File: src/rtl/morse_sequence_packer.sv
// -----------------------------------------------------------------------------
// morse_sequence_packer
//
// Packs a stream of Morse dot/dash symbols into fixed-width sequence words.
// Symbols collect in an assembly buffer, first symbol in the top two bits.
// A Space or EndSeq terminator pushes the word into a small show-ahead FIFO.
// An empty slot reads 2'b11, so an empty sequence is an all-ones word.
//
// Optional feature: define MORSE_SEQ_LEN_EN to add the Out_Len port. Each FIFO
// word then also carries its stored symbol count.
//
// Parameters
//   MAX_SYMBOLS  symbols held per sequence (1..16)
//   OUT_DEPTH    output FIFO depth in words (power of two, 2..16)
//
// Ports
//   Clk              clock, rising edge
//   Reset_n          asynchronous active-low reset
//   Clear            synchronous flush of the sequence being assembled
//   Signals[2:0]     000 dot, 001 dash, 010 Space, 011 EndSeq, 1xx illegal
//   Sig_Valid        Signals valid this cycle
//   Sig_Ready        input accepted this cycle (FIFO not full)
//   EncSeq           head-of-FIFO packed sequence (all ones when empty)
//   Space_EndSeqbar  head terminator: 1 = Space, 0 = EndSeq
//   Out_Ovf          head word lost symbols to overflow
//   Out_Valid        FIFO non-empty
//   Out_Ready        consumer takes the head word
//   Illegal          one-cycle pulse after a 1xx code is accepted
//   Out_Len          (MORSE_SEQ_LEN_EN only) head word symbol count, 0 if empty
// -----------------------------------------------------------------------------
module morse_sequence_packer #(
   parameter int MAX_SYMBOLS = 5,
   parameter int OUT_DEPTH   = 4
) (
   input  logic                         Clk,
   input  logic                         Reset_n,
   input  logic                         Clear,
   input  logic [2:0]                   Signals,
   input  logic                         Sig_Valid,
   output logic                         Sig_Ready,
   output logic [2*MAX_SYMBOLS-1:0]     EncSeq,
   output logic                         Space_EndSeqbar,
   output logic                         Out_Ovf,
   output logic                         Out_Valid,
   input  logic                         Out_Ready,
   output logic                         Illegal
`ifdef MORSE_SEQ_LEN_EN
   ,
   output logic [$clog2(MAX_SYMBOLS+1)-1:0] Out_Len
`endif
);

   localparam int W  = 2 * MAX_SYMBOLS;
   localparam int CW = $clog2(MAX_SYMBOLS + 1);
   localparam int PW = $clog2(OUT_DEPTH);
   localparam int EW = W + 2;                    // {sequence, terminator, ovf}
   localparam logic [PW:0]   PTR_ONE = (PW+1)'(1);
   localparam logic [CW-1:0] CNT_ONE = CW'(1);
   localparam logic [CW-1:0] CNT_MAX = CW'(MAX_SYMBOLS);

   logic [W-1:0]  asm_q;
   logic [W-1:0]  asm_ins;
   logic [CW-1:0] cnt_q;
   logic          ovf_q;
   logic          illegal_q;
   logic [PW:0]   wr_ptr_q;
   logic [PW:0]   rd_ptr_q;
   logic [EW-1:0] mem [OUT_DEPTH];
   logic [EW-1:0] head;

   logic accept, is_sym, is_term, is_ill;
   logic fifo_empty, fifo_full, push, pop;

   always_comb begin
      fifo_empty = (wr_ptr_q == rd_ptr_q);
      // Same slot index but different wrap bit means the writer lapped the reader.
      fifo_full  = (wr_ptr_q[PW] != rd_ptr_q[PW]) &&
                   (wr_ptr_q[PW-1:0] == rd_ptr_q[PW-1:0]);
      accept     = Sig_Valid && !fifo_full && !Clear;
      is_sym     = accept && (Signals[2:1] == 2'b00);
      is_term    = accept && (Signals[2:1] == 2'b01);
      is_ill     = accept && Signals[2];
      push       = is_term;
      pop        = !fifo_empty && Out_Ready;
   end

   // Slot k sits at bits [W-1-2k -: 2]; the current count selects the next free slot.
   always_comb begin
      asm_ins = asm_q;
      for (int k = 0; k < MAX_SYMBOLS; k++) begin
         if (cnt_q == CW'(k)) asm_ins[W-1-2*k -: 2] = Signals[1:0];
      end
   end

   // ---- Assembly stage: buffer, count and sticky overflow ----
   always_ff @(posedge Clk or negedge Reset_n) begin
      if (!Reset_n) begin
         asm_q     <= '1;
         cnt_q     <= '0;
         ovf_q     <= 1'b0;
         illegal_q <= 1'b0;
      end else begin
         illegal_q <= is_ill;
         if (Clear || is_term) begin
            asm_q <= '1;
            cnt_q <= '0;
            ovf_q <= 1'b0;
         end else if (is_sym) begin
            if (cnt_q == CNT_MAX) begin
               ovf_q <= 1'b1;
            end else begin
               asm_q <= asm_ins;
               cnt_q <= cnt_q + CNT_ONE;
            end
         end
      end
   end

   // ---- FIFO stage: pointers carry one wrap bit beyond the slot index ----
   always_ff @(posedge Clk or negedge Reset_n) begin
      if (!Reset_n) begin
         wr_ptr_q <= '0;
         rd_ptr_q <= '0;
      end else begin
         if (push) wr_ptr_q <= wr_ptr_q + PTR_ONE;
         if (pop)  rd_ptr_q <= rd_ptr_q + PTR_ONE;
      end
   end

   // Storage is data only; the pointers decide whether a slot is meaningful.
   always_ff @(posedge Clk) begin
      if (push) mem[wr_ptr_q[PW-1:0]] <= {asm_q, ~Signals[0], ovf_q};
   end

`ifdef MORSE_SEQ_LEN_EN
   logic [CW-1:0] len_mem [OUT_DEPTH];

   always_ff @(posedge Clk) begin
      if (push) len_mem[wr_ptr_q[PW-1:0]] <= cnt_q;
   end

   assign Out_Len = fifo_empty ? '0 : len_mem[rd_ptr_q[PW-1:0]];
`endif

   // ---- Output stage: show-ahead head word, forced to idle values when empty ----
   assign head            = mem[rd_ptr_q[PW-1:0]];
   assign Sig_Ready       = !fifo_full;
   assign Out_Valid       = !fifo_empty;
   assign EncSeq          = fifo_empty ? '1   : head[EW-1:2];
   assign Space_EndSeqbar = fifo_empty ? 1'b0 : head[1];
   assign Out_Ovf         = fifo_empty ? 1'b0 : head[0];
   assign Illegal         = illegal_q;

endmodule

File: config.mk
export PLATFORM = sky130hd
export DESIGN_NAME = morse_sequence_packer
export DESIGN_NICKNAME = d
export VERILOG_FILES = /design/src/rtl/morse_sequence_packer.sv
export SDC_FILE = /design/constraint.sdc
export NUM_CORES = 1
export LEC_CHECK = 0
export ABC_AREA = 1
export CAP_MARGIN = 20
export CORE_AREA = 10 10 123 102
export CTS_CLUSTER_DIAMETER = 120
export DETAILED_ROUTE_END_ITERATION = 7
export DIE_AREA = 0 0 133 112
export MAX_ROUTING_LAYER = met4
export PLACE_DENSITY_LB_ADDON = 0.08
export SYNTH_ARGS = -nofsm -noshare
export SYNTH_HDL_FRONTEND = slang
export SYNTH_SLANG_ARGS = --single-unit
export TNS_END_PERCENT = 50
File: constraint.sdc
create_clock -name Clk -period 5.2 [get_ports Clk]
set_input_delay 0.78 -clock Clk [delete_from_list [all_inputs] [get_ports Clk]]
set_output_delay 0.78 -clock Clk [all_outputs]
set_load 0.005 [all_outputs]
==> metrics.cfg, run 1 <==
[run_status]
status=completed

[critical_path]
path_max_fanout=27
rr_startpoint=rd_ptr_q[0]
end_kind=primary output
timing.rr.end=mem[3][8]
crit_required_ps=4420
crit_path_start_kind=flop
arrival_ps=3160
r2r_cells=9
regToRegSetupSlack_ps=2540
crit_type=flop to primary output

[synthesis]
syn_area_mm2=0.002968
synthFlopType=edfxtp_1
ys_types=23
yosysMostFrequentCell=edfxtp_1
yosys_warnings=0
syn_nets=278
postSynthRegisterBits=69
synth.avg_cell_area_um2=11.41
netlist_top_cells_count=edfxtp_1, nand2_1, nor2_1
synth_edf_count=48
synth_area_leaders=edfxtp_1, dfrtp_1, dfstp_2, nand2_1, nor2_1
synth_area_leader_cell=edfxtp_1
syn_inst=260
ys_async_sr_fraction_pct=30.43
ys_seq_area_share_pct=66.69
yosysTopAreaCellShare_pct=48.57

[layout]
area_growth_pct=23.27
nNetsFinal=307
final_layout_size_suffix_gt1_share_pct=12.93
n_fill_cell=1021
diodes=0
stdcell_count=434

[route]
vias_per_cell=4.394
ant_nets=0
drc=0
wl_per_cell_um=14.99
vias=1907
wl_um=6505
drt_iter0_markers=95
drt-pass1-iter-count=4

[clock_tree]
clock_path_buffers=2
cts.sinks=69
insertion_delay_ps=330
post_cts_hold_buffer_count=0
clkTransAtPathRegs_ps=50
cts_tree=built
postCtsSetupBuffers=0
cts_root_buffer=clkbuf_16
post_cts_resized=0
htreeDepth=3
cts_made_buffers=9

[timing]
worst_pin_slew_ps=782.6
fin_crit_ps=3937
setup_tns_ps=0
min_period_over_period_pct=75.72
max_slew_margin_pct=47.67
skew_ps=5.141
fmax_mhz=254.0
finalSetupViolations=0
slew_violations=0
grt_setup_unrepaired=no
hold_viol=0

[die]
initial_utilization_pct=29.34
rows=33
core_mm2=0.01012
dieArea_mm2=0.01490
fp.dieW_um=133
io_pins=23
die_h_um=112

[global_routing]
grt_max_degree=28
track_usage_pct=9.773
antenna_found_initial=0
grt_pass1_wl_um=10980
overflow=0
grt_pass1_vias=2044

[place]
io_buffer_count=22
gp_congestion=0.7141
dp_hpwl_um=4250
dp.cells=417

[power_and_ir_drop]
clockPowerShare_pct=30.7
share_seq_of_total_power_pct=38.8
sw_frac_of_total_pct=31.65
p_sw_mw=0.6066
p_leak_nw=1.429
combPwrFrac_pct=30.5
p_int_mw=1.310
power_per_cell_area_mw_per_mm2=523.9
peakVddDrop_mv=0.1488

[flow_run]
cap_violations=0

[hold_path]
hold_class=flop to flop
hold_end=asm_q[3]
min_from=asm_q[3]
hold_depth=2

-- worst max path at each step --
stage | startpoint | to | slack (ps)
after floorplan | Clear | mem[3][0] | 3130
after global placement | rd_ptr_q[0] | EncSeq[3] | 1580
after detailed placement | rd_ptr_q[0] | EncSeq[3] | 1530
after CTS | rd_ptr_q[0] | EncSeq[3] | 1170
after global routing | rd_ptr_q[0] | EncSeq[3] | 940
final | rd_ptr_q[0] | EncSeq[3] | 1260
-- final cells by class --
cell class | instances | area (um^2) | share of cell area (%)
Sequential cell | 69 | 1979 | 54.10
Multi-Input combinational cell | 158 | 852.1 | 23.29
Timing Repair Buffer | 27 | 277.8 | 7.592
Clock buffer | 11 | 232.7 | 6.361
Tap cell | 140 | 175.2 | 4.788
Inverter | 24 | 90.09 | 2.462
Clock inverter | 5 | 51.30 | 1.402
-- state kept, by name, indices dropped and copies added, names as in the netlist --
name and cells:
asm_q 10, mem 48, ovf_q 1, cnt_q 3, rd_ptr_q 3, wr_ptr_q 3, Illegal 1
-- through the flow --
step	setup WS, ps	instance area [um^2]	hold WS [ps]	utilization [%]	total power, mW
finish	1263	3659	511.3	36.17	1.917
global route	939.2	3659	530.7	36.17	2.054
CTS	1168	3631	511.3	35.89	1.954
detailed placement	1528	3347	503.1	33.09	1.354
global placement	1576	3347	502.8	33.09	1.353
floorplan	3132	2968	476.6	-	1.050
-- cells in the final DEF, fill, tap and decap left out, drive strengths merged --
cell / instances
edfxtp: 48
nand2: 46
nor2: 34
o21ai: 26
inv: 24
clkdlybuf4s50: 22
nand3: 22
dfrtp: 11
clkbuf: 11
o221ai: 10
ha: 10
dfstp: 10
buf: 5
a21oi: 3
xor2: 3
clkinv: 3
o22ai: 2
nand4: 1
nor3: 1
clkinvlp: 1
bufinv: 1
-- power groups by stage --
stage | Sequential, mW | Clock (mW) | Combinational (mW)
2_1_floorplan | 0.705 | 0 | 0.345
3_3_place_gp | 0.758 | 0 | 0.595
3_5_place_dp | 0.756 | 0 | 0.598
4_1_cts | 0.746 | 0.607 | 0.601
5_1_grt | 0.760 | 0.633 | 0.661
6_report | 0.745 | 0.588 | 0.584
-- kinds of logic (layout without fill, tap and decap cells) --
group	after synthesis	after routing	synth area share, %
flip-flops	69	69	66.69
AND/OR/NAND/NOR	104	104	14.97
XOR/XNOR	3	3	0.8855
adder cells (fa/ha/maj)	10	10	4.216
buffers and inverters	33	67	4.595
AO/OA/AOI/OAI	41	41	8.642
-- worst max-delay path, cell delays in order (launching register included) --
cell and delay (ps):
dfrtp_1 660, inv_2 510, nand2_2 90, nand2_2 90, nand4_1 610, o221ai_1 320
clkdlybuf4s50_1 560
-- metal layers --
metal	track usage, %	up-vias	part of all wire [%]
met5	-	-	0
met4	3.514	0	1.0
met3	3.863	7	4.5
met2	14.32	28	45
met1	11.92	915	49
li1	-	957	-
Power figures use the tool's default switching activity.
==> run 2: changes to the inputs <==
==> constraint.sdc (replaced) <==
create_clock -name Clk -period 4 [get_ports Clk]
set_input_delay 0.6 -clock Clk [delete_from_list [all_inputs] [get_ports Clk]]
set_output_delay 0.6 -clock Clk [all_outputs]
set_load 0.005 [all_outputs]
==> metrics.cfg, run 2 (synthesis gave the netlist of run 1 again) <==
[place]
gp_congestion=0.7738  ; was 0.7141
io_buffer_count=22  ; unchanged
pre_cts_slack_ps=1170  ; was 1528 ps
dp_hpwl_um=4367  ; was 4250 um

[critical_path]
worstPathCellList=inv_1 -> nand2_1 -> nand2_1 -> nand4_1 -> buf_4 -> o221ai_1 -> clkdlybuf4s50_1  ; was inv_2 -> nand2_2 -> nand2_2 -> nand4_1 -> o221ai_1 -> clkdlybuf4s50_1
rr_startpoint=rd_ptr_q[1]  ; was rd_ptr_q[0]
arrival_ps=2500  ; was 3160 ps
cp_slowest_cell=clkdlybuf4s50_1  ; was dfrtp_1
crit_type=flop to primary output  ; unchanged
r2r_cells=10  ; was 9
regToRegSetupSlack_ps=2020  ; was 2540 ps
crit_top_cell=nand2_1  ; was nand2_2
crit_required_ps=3400  ; was 4420 ps
end_kind=primary output  ; unchanged
timing.rr.end=asm_q[4]  ; was mem[3][8]
path_max_fanout=14  ; was 27
crit_path_start_kind=flop  ; unchanged
cp_slowest_stage_delay_ps=540  ; was 660 ps

[timing]
finalSetupViolations=0  ; unchanged
worst_pin_slew_ps=542.9  ; was 782.6 ps
worst_slack_ps=903.1  ; was 1263 ps
grt_setup_unrepaired=no  ; unchanged
holdWs_ps=506.7  ; was 511.3 ps
setup_tns_ps=0  ; unchanged
hold_viol=0  ; unchanged
fmax_mhz=322.9
slew_violations=0  ; unchanged
min_period_over_period_pct=77.42
max_slew_margin_pct=63.69  ; was 47.67%
fin_crit_ps=3097
skew_ps=7.755  ; was 5.141 ps

[global_routing]
grt_pass1_wl_um=10740  ; was 10980 um
grt_pass1_vias=2013  ; was 2044
grt_max_degree=26  ; was 28
antenna_found_initial=0  ; unchanged
overflow=0  ; unchanged
track_usage_pct=9.512  ; was 9.773%

[route]
drt_iter0_markers=85  ; was 95
drc=0  ; unchanged
vias_per_cell=4.393  ; was 4.394
wl_met2_um=2966  ; was 2933 um
dr_wl_met3_um=222  ; was 293 um
wl_per_cell_um=14.52  ; was 14.99 um
wl_um=6358  ; was 6505 um
wl_met1_um=3086  ; was 3211 um
vias=1924  ; was 1907
ant_nets=0  ; unchanged
top_layer=met4  ; unchanged
drt-pass1-iter-count=4  ; unchanged

[clock_tree]
cts_tree=built  ; unchanged
htreeDepth=3  ; unchanged
insertion_delay_ps=330  ; about the same
postCtsSetupBuffers=0  ; unchanged
clock_path_buffers=2  ; unchanged
cts_made_buffers=9  ; unchanged
cts_root_buffer=clkbuf_16  ; unchanged
post_cts_hold_buffer_count=0  ; unchanged
post_cts_resized=0  ; unchanged
cts.sinks=69  ; unchanged
clkTransAtPathRegs_ps=50  ; about the same

[power_and_ir_drop]
power_per_cell_area_mw_per_mm2=694.8  ; was 523.9 mW/mm^2
p_leak_nw=1.468  ; was 1.429 nW
peakVddDrop_mv=0.1709  ; was 0.1488 mV

[layout]
final_common_cell=edfxtp_1  ; unchanged
largest_reg_flops=48  ; unchanged
layout_common_cells=edfxtp_1, nand2_1, nor2_1  ; unchanged
area_growth_pct=25.38  ; was 23.27%
nNetsFinal=311  ; was 307
diodes=0  ; unchanged
final_layout_size_suffix_gt1_share_pct=14.43  ; was 12.93%

[die]
rows=33  ; unchanged
dieArea_mm2=0.01490  ; unchanged
initial_utilization_pct=29.34  ; unchanged
io_pins=23  ; unchanged
fp.dieW_um=133  ; unchanged
die_h_um=112  ; unchanged
core_mm2=0.01012  ; unchanged

[hold_path]
hold_end=asm_q[9]  ; was asm_q[3]
min_from=asm_q[9]  ; was asm_q[3]
hold_depth=2  ; unchanged
hold_class=flop to flop  ; unchanged

[flow_run]
cap_violations=0  ; unchanged

[run_status]
status=completed  ; unchanged

## run 2: changes by cell type in the layout (fill, tap and decap cells not counted), sizes merged
cell      before  now
buf            5    9
bufinv         1    2
clkinvlp       1    0
## run 2: critical path, delay by kind of cell (launching register included)
kind / cells / cell delay (ps)
flip-flops: 1 / 370
buffers and inverters: 3 / 1170
AND/OR/NAND/NOR: 3 / 550
AO/OA/AOI/OAI: 1 / 80
## run 2: how the worst max path moves through the flow
stage | startpoint | end | slack [ps] | cells after the start
floorplan | rd_ptr_q[0] | mem[3][0] | 2040 | 8
CTS | rd_ptr_q[1] | EncSeq[0] | 800 | 7
finish | rd_ptr_q[1] | EncSeq[0] | 900 | 7
global placement | rd_ptr_q[1] | EncSeq[0] | 1250 | 7
global route | rd_ptr_q[1] | EncSeq[5] | 660 | 7
detailed placement | rd_ptr_q[1] | EncSeq[0] | 1170 | 7
## run 2: per-layer routing
metal  vias up  track usage (%)
met3         9            2.740
met1       913            11.66
met2        36            14.39
met5         -                -
li1        966                -
met4         0            3.953
## run 2: area by class of cell
| type | count | area (um^2) |
|---|---|---|
| Clock buffer | 11 | 242.7 |
| Clock inverter | 5 | 73.82 |
| Inverter | 24 | 90.09 |
| Tap cell | 140 | 175.2 |
| Fill cell | 1028 | 6395 |
| Timing Repair Buffer | 31 | 307.8 |
| Sequential cell | 69 | 1979 |
| Multi-Input combinational cell | 158 | 852.1 |
## run 2: per-stage QoR
| step | std cells | util, % | instance area [um^2] | total power, mW |
|---|---|---|---|---|
| floorplan | 260 | - | 2968 | 1.366 |
| global placement | 421 | 33.38 | 3377 | 1.792 |
| detailed placement | 422 | 33.65 | 3405 | 1.796 |
| CTS | 438 | 36.78 | 3721 | 2.644 |
| global route | 438 | 36.78 | 3721 | 2.778 |
| finish | 438 | 36.78 | 3721 | 2.586 |
## run 2: where the power goes
group          leakage (nW)  switching, mW  internal (mW)  total, mW
Sequential            0.673         0.0588          0.860      0.919
Clock                 0.157          0.273          0.558      0.830
Combinational         0.638          0.445          0.392      0.836
==> run 3: changes to the inputs <==
==> constraint.sdc (replaced) <==
create_clock -name Clk -period 2.6 [get_ports Clk]
set_input_delay 0.39 -clock Clk [delete_from_list [all_inputs] [get_ports Clk]]
set_output_delay 0.39 -clock Clk [all_outputs]
set_load 0.005 [all_outputs]
==> metrics.cfg, run 3 (synthesis gave the netlist of run 1 again) <==
[timing]
skew_ps=6.096  ; was 7.755 ps
setup_tns_ps=0  ; unchanged
hold_viol=0  ; unchanged
fin_crit_ps=2395
max_slew_margin_pct=76.29  ; was 63.69%
fmax_mhz=417.5
worst_pin_slew_ps=355.2  ; was 542.9 ps
finalSetupViolations=0  ; unchanged
slew_violations=0  ; unchanged
grt_setup_unrepaired=no  ; unchanged
min_period_over_period_pct=92.13

[clock_tree]
post_cts_resized=0  ; unchanged
insertion_delay_ps=320  ; was 330 ps
clkTransAtPathRegs_ps=50  ; about the same
postCtsSetupBuffers=0  ; unchanged
htreeDepth=3  ; unchanged
cts_made_buffers=9  ; unchanged
cts_root_buffer=clkbuf_16  ; unchanged
cts_tree=built  ; unchanged
cts.sinks=69  ; unchanged
clock_path_buffers=2  ; unchanged
post_cts_hold_buffer_count=0  ; unchanged

[global_routing]
overflow=0  ; unchanged
grt_pass1_vias=1998  ; was 2013
antenna_found_initial=0  ; unchanged
track_usage_pct=10.11  ; was 9.512%
grt_pass1_wl_um=11300  ; was 10740 um
grt_max_degree=25  ; was 26

[critical_path]
crit_required_ps=2210  ; was 3400 ps
crit_end=EncSeq[4]  ; was EncSeq[0]
cp_slowest_cell=clkdlybuf4s50_1  ; unchanged
r2r_cells=9  ; was 10
crit_type=flop to primary output  ; unchanged
arrival_ps=2010  ; was 2500 ps
end_kind=primary output  ; unchanged
crit_path_start_kind=flop  ; unchanged
path_max_fanout=16  ; was 14
rr_startpoint=rd_ptr_q[0]  ; was rd_ptr_q[1]
cp_slowest_stage_delay_ps=470  ; was 540 ps
worstPathCellList=clkinv_4 -> nand2_2 -> nand2_2 -> nand4_1 -> buf_4 -> o221ai_1 -> clkdlybuf4s50_1  ; was inv_1 -> nand2_1 -> nand2_1 -> nand4_1 -> buf_4 -> o221ai_1 -> clkdlybuf4s50_1
worstSetupStartpoint=rd_ptr_q[0]  ; was rd_ptr_q[1]
regToRegSetupSlack_ps=710  ; was 2020 ps
crit_top_cell=nand2_2  ; was nand2_1
timing.rr.end=mem[1][8]  ; was asm_q[4]

[power_and_ir_drop]
power_per_cell_area_mw_per_mm2=1057  ; was 694.8 mW/mm^2
p_leak_nw=1.442  ; was 1.468 nW
peakVddDrop_mv=0.2989  ; was 0.1709 mV
p_total_mw=3.888  ; was 2.586 mW

[route]
ant_nets=0  ; unchanged
drt_iter0_markers=105  ; was 85
wl_per_cell_um=15.46  ; was 14.52 um
vias=1940  ; was 1924
vias_per_cell=4.419  ; was 4.393
wl_um=6787  ; was 6358 um
drt-pass1-iter-count=4  ; unchanged
drc=0  ; unchanged

[layout]
nNetsFinal=312  ; was 311
seqCellArea_mm2=0.001981  ; was 0.001979 mm^2
final_layout_size_suffix_gt1_share_pct=14.05  ; was 14.43%
n_fill_cell=1051  ; was 1028
diodes=0  ; unchanged
final_common_cell=edfxtp_1  ; unchanged
layout_common_cells=edfxtp_1, nand2_1, nor2_1  ; unchanged
largest_reg_flops=48  ; unchanged
area_growth_pct=23.90  ; was 25.38%
multi_input_area_um2=852.1  ; unchanged

[die]
io_pins=23  ; unchanged
fp.dieW_um=133  ; unchanged
die_h_um=112  ; unchanged
core_mm2=0.01012  ; unchanged
dieArea_mm2=0.01490  ; unchanged
initial_utilization_pct=29.34  ; unchanged
rows=33  ; unchanged

[run_status]
status=completed  ; unchanged

[place]
io_buffer_count=22  ; unchanged
gp_congestion=0.7171  ; was 0.7738
dp_hpwl_um=4468  ; was 4367 um

[flow_run]
cap_violations=0  ; unchanged

[hold_path]
hold_class=input port to async pin  ; was flop to flop

[run 3: cell types whose count changed in the layout (fill, tap and decap cells not counted), sizes merged]
cell	change
clkbuf	+2
buf	+1
bufinv	-1
inv	-1
[run 3: per-layer routing]
metal	global-route usage (%)	vias up	part of all wire [%]
li1	-	969	-
met1	12.36	934	49
met2	15.21	33	45
met3	3.369	4	4.7
met4	3.734	0	0.78
met5	-	-	0
[run 3: critical path, delay by kind of cell, from the launching register on]
family | cells | cell delay [ps]
AO/OA/AOI/OAI | 1 | 160
AND/OR/NAND/NOR | 3 | 200
buffers and inverters | 3 | 850
flip-flops | 1 | 450
[run 3: final cells by class]
cell class / count / share of cell area (%)
inverters: 24 / 2.586
well taps: 140 / 4.764
clock buffers: 13 / 6.533
flip-flops and latches: 69 / 53.86
multi-input cells: 158 / 23.17
clock inverters: 3 / 1.055
repair buffers: 32 / 8.030
[run 3: how the worst min path moves through the flow]
stage | start | end | slack [ps] | depth (start not counted)
after global routing | Reset_n | wr_ptr_q[2] | 460 | 2
after floorplan | Reset_n | Illegal | 90 | 0
after global placement | asm_q[9] | asm_q[9] | 500 | 2
final | Reset_n | wr_ptr_q[2] | 420 | 2
after CTS | Reset_n | wr_ptr_q[2] | 430 | 2
after detailed placement | asm_q[3] | asm_q[3] | 500 | 2
[run 3: report_power, final]
part           switching [mW]  internal (mW)
Combinational           0.690          0.614
Clock                   0.415          0.738
Sequential              0.107           1.32
Total                    1.21           2.68
[run 3: metrics by stage]
stage                     hold slack (ps)  setup WS, ps  utilization, %  std cells  instance area (um^2)
after floorplan                     94.41         642.3               -        260                  2968
after global placement              500.2         417.1           33.53        423                  3392
after detailed placement            504.8         378.0           33.53        423                  3392
after CTS                           426.4         7.903           36.29        439                  3671
after global routing                457.4         28.41           36.35        439                  3677
final                               420.2         204.6           36.35        439                  3677
==> RTL edit 1, RTL diff (settings of run 3) <==
The option `MORSE_SEQ_LEN_EN` is turned on by a define.
--- a/src/rtl/morse_sequence_packer.sv
+++ b/src/rtl/morse_sequence_packer.sv
@@ -30,2 +30,4 @@
 // -----------------------------------------------------------------------------
+`define MORSE_SEQ_LEN_EN
+
 module morse_sequence_packer #(
Behaviour (old outputs only; new: Out_Len): unchanged (Yosys induction, for registers that start in step).
==> RTL edit 1 against run 3 <==
Final area up 14%; setup slack improved by 0.0012 ns; hold slack got worse by 0.0073 ns; critical endpoint is now EncSeq[6]; total power is 15% higher; area after synthesis up 16%; clock skew barely moved; sequential cell count increased by 12; core utilization rose by 5.0 points; global-route usage increased by 1.1 points; clock power increased by 5%; combinational power grew 23%; sequential share of layout area rose by 2.0 points; wire length grew 14%.
==> RTL edit 1: results (changes against run 3) <==
drt total wl 7.71 mm (+14%); GRT Total Usage 0.112 (+0.0111); crit path capture EncSeq[6]; Commonest cells post-synth 60 x edfxtp_1, 43 x nand2_1, 38 x nor2_1; worst slack at placement 0.533 ns (+0.155 ns); routability cong. 0.741 (+3.3%); area of placed instances 0.00391 sq mm (+15%); number of DRC violations after detailed-routing iteration 0 106 (+0.95%); worst r2r src wr_ptr_q[1]; Final nets 350 (+12%); Post-synth EDFFs 60 (+25%); Peak VDD IR 0.370 mV (+24%); vias per std cell 4.65 (+5.3%); hpwl dp 5.04 mm (+13%); Static Leak 1.64 nW (+13%); Syn Nets 312 (+12%); Worst Path Max Fanout 17 (+1); clock skew 0.00609 ns (-0.00000586 ns); minimum clock period 2.39 ns (-0.00117 ns); slew at the pin with the worst max-slew slack 0.359 ns (+0.00374 ns); global-route wire length before repair 12.6 mm (+11%); fill count 981 (-6.7%); R2R Path End len_mem[3][1]; asr flop ratio synth 0.259 (-0.0451); outcome finished, final reports clean; sequential area share after synthesis 0.680 (+0.0131); fraction of layout cells with a size suffix above 1 0.139 (-0.00100)
-- RTL edit 1: layer usage --
metal / global-route usage / share of wire
met1: 0.142 / 0.50
met3: 0.0404 / 0.035
met2: 0.167 / 0.46
met4: 0.0278 / 0.0056
met5: - / 0
-- RTL edit 1: where the power goes --
part           internal (W)  switching [W]  total, W
Clock              0.000739       0.000469   0.00121
Sequential          0.00155       0.000104   0.00165
Combinational      0.000756       0.000842   0.00160
-- RTL edit 1: layout make-up --
cell class,count,area share
sequential,81,0.559
timing repair buffer,38,0.0831
clock buffer,12,0.0565
tap,140,0.0418
multi-input combinational,174,0.224
clock inverter,4,0.0108
inverter,28,0.0251
-- RTL edit 1: kinds of logic (layout without fill, tap and decap cells) --
kind of cell    Yosys count  count (layout)  synth area share
buf+inv                  39              82            0.0473
xor+xnor                  4               4            0.0102
simple gates            110             110             0.137
compound gates           50              50            0.0887
fa+ha+maj                10              10            0.0364
flops                    81              81             0.680
-- RTL edit 1: critical path, cell delays in order, from the launching register on --
cell and delay [ns]:
dfrtp_1 0.41, inv_1 0.15, nand2_2 0.07, nand2_2 0.07
nand4_1 0.08, buf_4 0.23, o221ai_1 0.11, clkdlybuf4s50_1 0.55
-- RTL edit 1: worst min path at each step --
stage,startpoint,end,cells after the start
after CTS,Reset_n,Illegal,2
after global routing,Reset_n,rd_ptr_q[0],2
after floorplan,Reset_n,Illegal,0
after detailed placement,asm_q[7],asm_q[7],2
final,Reset_n,Illegal,2
after global placement,asm_q[9],asm_q[9],2
==> RTL edit 2, RTL diff (config.mk and constraints of run 3) <==
Without the edit above. Register the output `Out_Ovf`, cleared by the reset; this adds one clock of latency there. The other outputs are not delayed to match.
--- a/src/rtl/morse_sequence_packer.sv
+++ b/src/rtl/morse_sequence_packer.sv
@@ -150,3 +150,9 @@
    assign Space_EndSeqbar = fifo_empty ? 1'b0 : head[1];
-   assign Out_Ovf         = fifo_empty ? 1'b0 : head[0];
+   always_ff @(posedge Clk or negedge Reset_n) begin
+      if (!Reset_n) begin
+         Out_Ovf <= '0;
+      end else begin
+         Out_Ovf <= fifo_empty ? 1'b0 : head[0];
+      end
+   end
    assign Illegal         = illegal_q;
Behaviour: not the same (Yosys sat finds a counterexample within 10 cycles, from zero or initial values and one cycle with Reset_n low).
==> RTL edit 2 against run 3 <==
Wire length shrank 1.6%; synthesized cell count rose by 0.38%; non-clock buffer count unchanged; die area is the same; clock power rose by 14%; total power rose by 4.0%; final area rose by 1.7%; area after synthesis rose by 0.84%; setup slack better by 0.011 ns; sequential cell count rose by 1; core utilization is 0.61 points higher.
==> RTL edit 2: results (changes against run 3) <==
worst slack at placement 0.547 ns (+0.169 ns); wire length on met2 3.04 mm (-1.4%); met1 track utilization from global routing 0.120 (-0.00384); number of DRC violations after detailed-routing iteration 0 148 (+41%); fraction of layout cells with a size suffix above 1 0.153 (+0.0129); clock skew 0.00599 ns (-0.000106 ns); fraction of area in clock buffers and inverters 0.0860 (+0.0101); vias per std cell 4.42 (about the same); vias in the first global route 2004 (+0.30%); Static Leak 1.48 nW (+2.6%); Peak VDD IR 0.319 mV (+6.6%); register area 0.00200 sq mm (+1.2%); WL met3 323 um (+0.31%); via count 1945 (+0.26%); largest cells by area after synthesis edfxtp_1 48%, dfrtp_1 10%, dfstp_2 8.8%; worst reg-to-reg setup slack 0.79 ns (+0.08 ns); Synth Register Bits 70 (+1.4%); Worst Path Max Fanout 15 (-1); CP max stage delay 0.55 ns (+0.08 ns); asr flop ratio synth 0.314 (+0.00994); global-route wire length before repair 10.9 mm (-3.2%); f_max 419 MHz (+0.46%); routability cong. 0.741 (+3.3%); Avg Cell Area, Syn 11.5 sq um (+0.46%); Syn Nets 279 (+0.36%); GRT Total Usage 0.0974 (-0.00372); Largest register FFs 48 (unchanged); Initial DRT Pass Iterations 6 (+2); Worst Hold Class input port to async pin; Inst Count DP 424 (+0.24%); largest net degree at the start of global routing 26 (+4.0%); sequential area share after synthesis 0.670 (+0.00278); headroom to the max-slew limit 0.741 (-0.0223); area of placed instances 0.00342 sq mm (+0.74%); Final nets 313 (+0.32%); Clock Tree Buf Depth 2 (unchanged); final instance area 0.00374 sq mm (+1.7%); met1 wire length 3.24 mm (-2.6%); Fin Hold WS 0.419 ns (-0.00124 ns); grt met2 use 0.146 (-0.00630); fill count 997 (-5.1%); Layout non-clock buf frac 0.0790 (-0.00132); Worst Path Arrival 1.99 ns (-0.02 ns); met3 Use GR 0.0368 (+0.00314); hpwl dp 4.35 mm (-2.7%); buffer count from post-CTS setup fixing 0 (unchanged); outcome finished, final reports clean; drt total wl 6.68 mm (-1.6%)
==> RTL edit 2: cells by family (layout without fill, tap and decap cells) <==
kind of cell	after synthesis	count (layout)	share of synthesized area
simple gates	104	104	0.148
flops	70	70	0.670
compound gates	41	41	0.0857
buf+inv	33	72	0.0456
fa+ha+maj	10	10	0.0418
xor+xnor	3	3	0.00878
==> RTL edit 2: power by group <==
group | leakage (nW) | switching, W | internal, W
registers | 0.685 | 0.0000947 | 0.00135
clock network | 0.160 | 0.000467 | 0.000842
logic | 0.635 | 0.000691 | 0.000603
total | 1.48 | 0.00125 | 0.00279
==> RTL edit 2: final timing paths <==
| check | cells after the start | endpoint | start |
|---|---|---|---|
| max | 7 | EncSeq[9] | wr_ptr_q[1] |
| min | 2 | rd_ptr_q[2] | Reset_n |
| max reg2reg | 10 | asm_q[0] | wr_ptr_q[1] |
| min reg2reg | 2 | asm_q[7] | asm_q[7] |
| max in group asynchronous | 2 | asm_q[4] | Reset_n |
| min in group Clk | 2 | asm_q[7] | asm_q[7] |
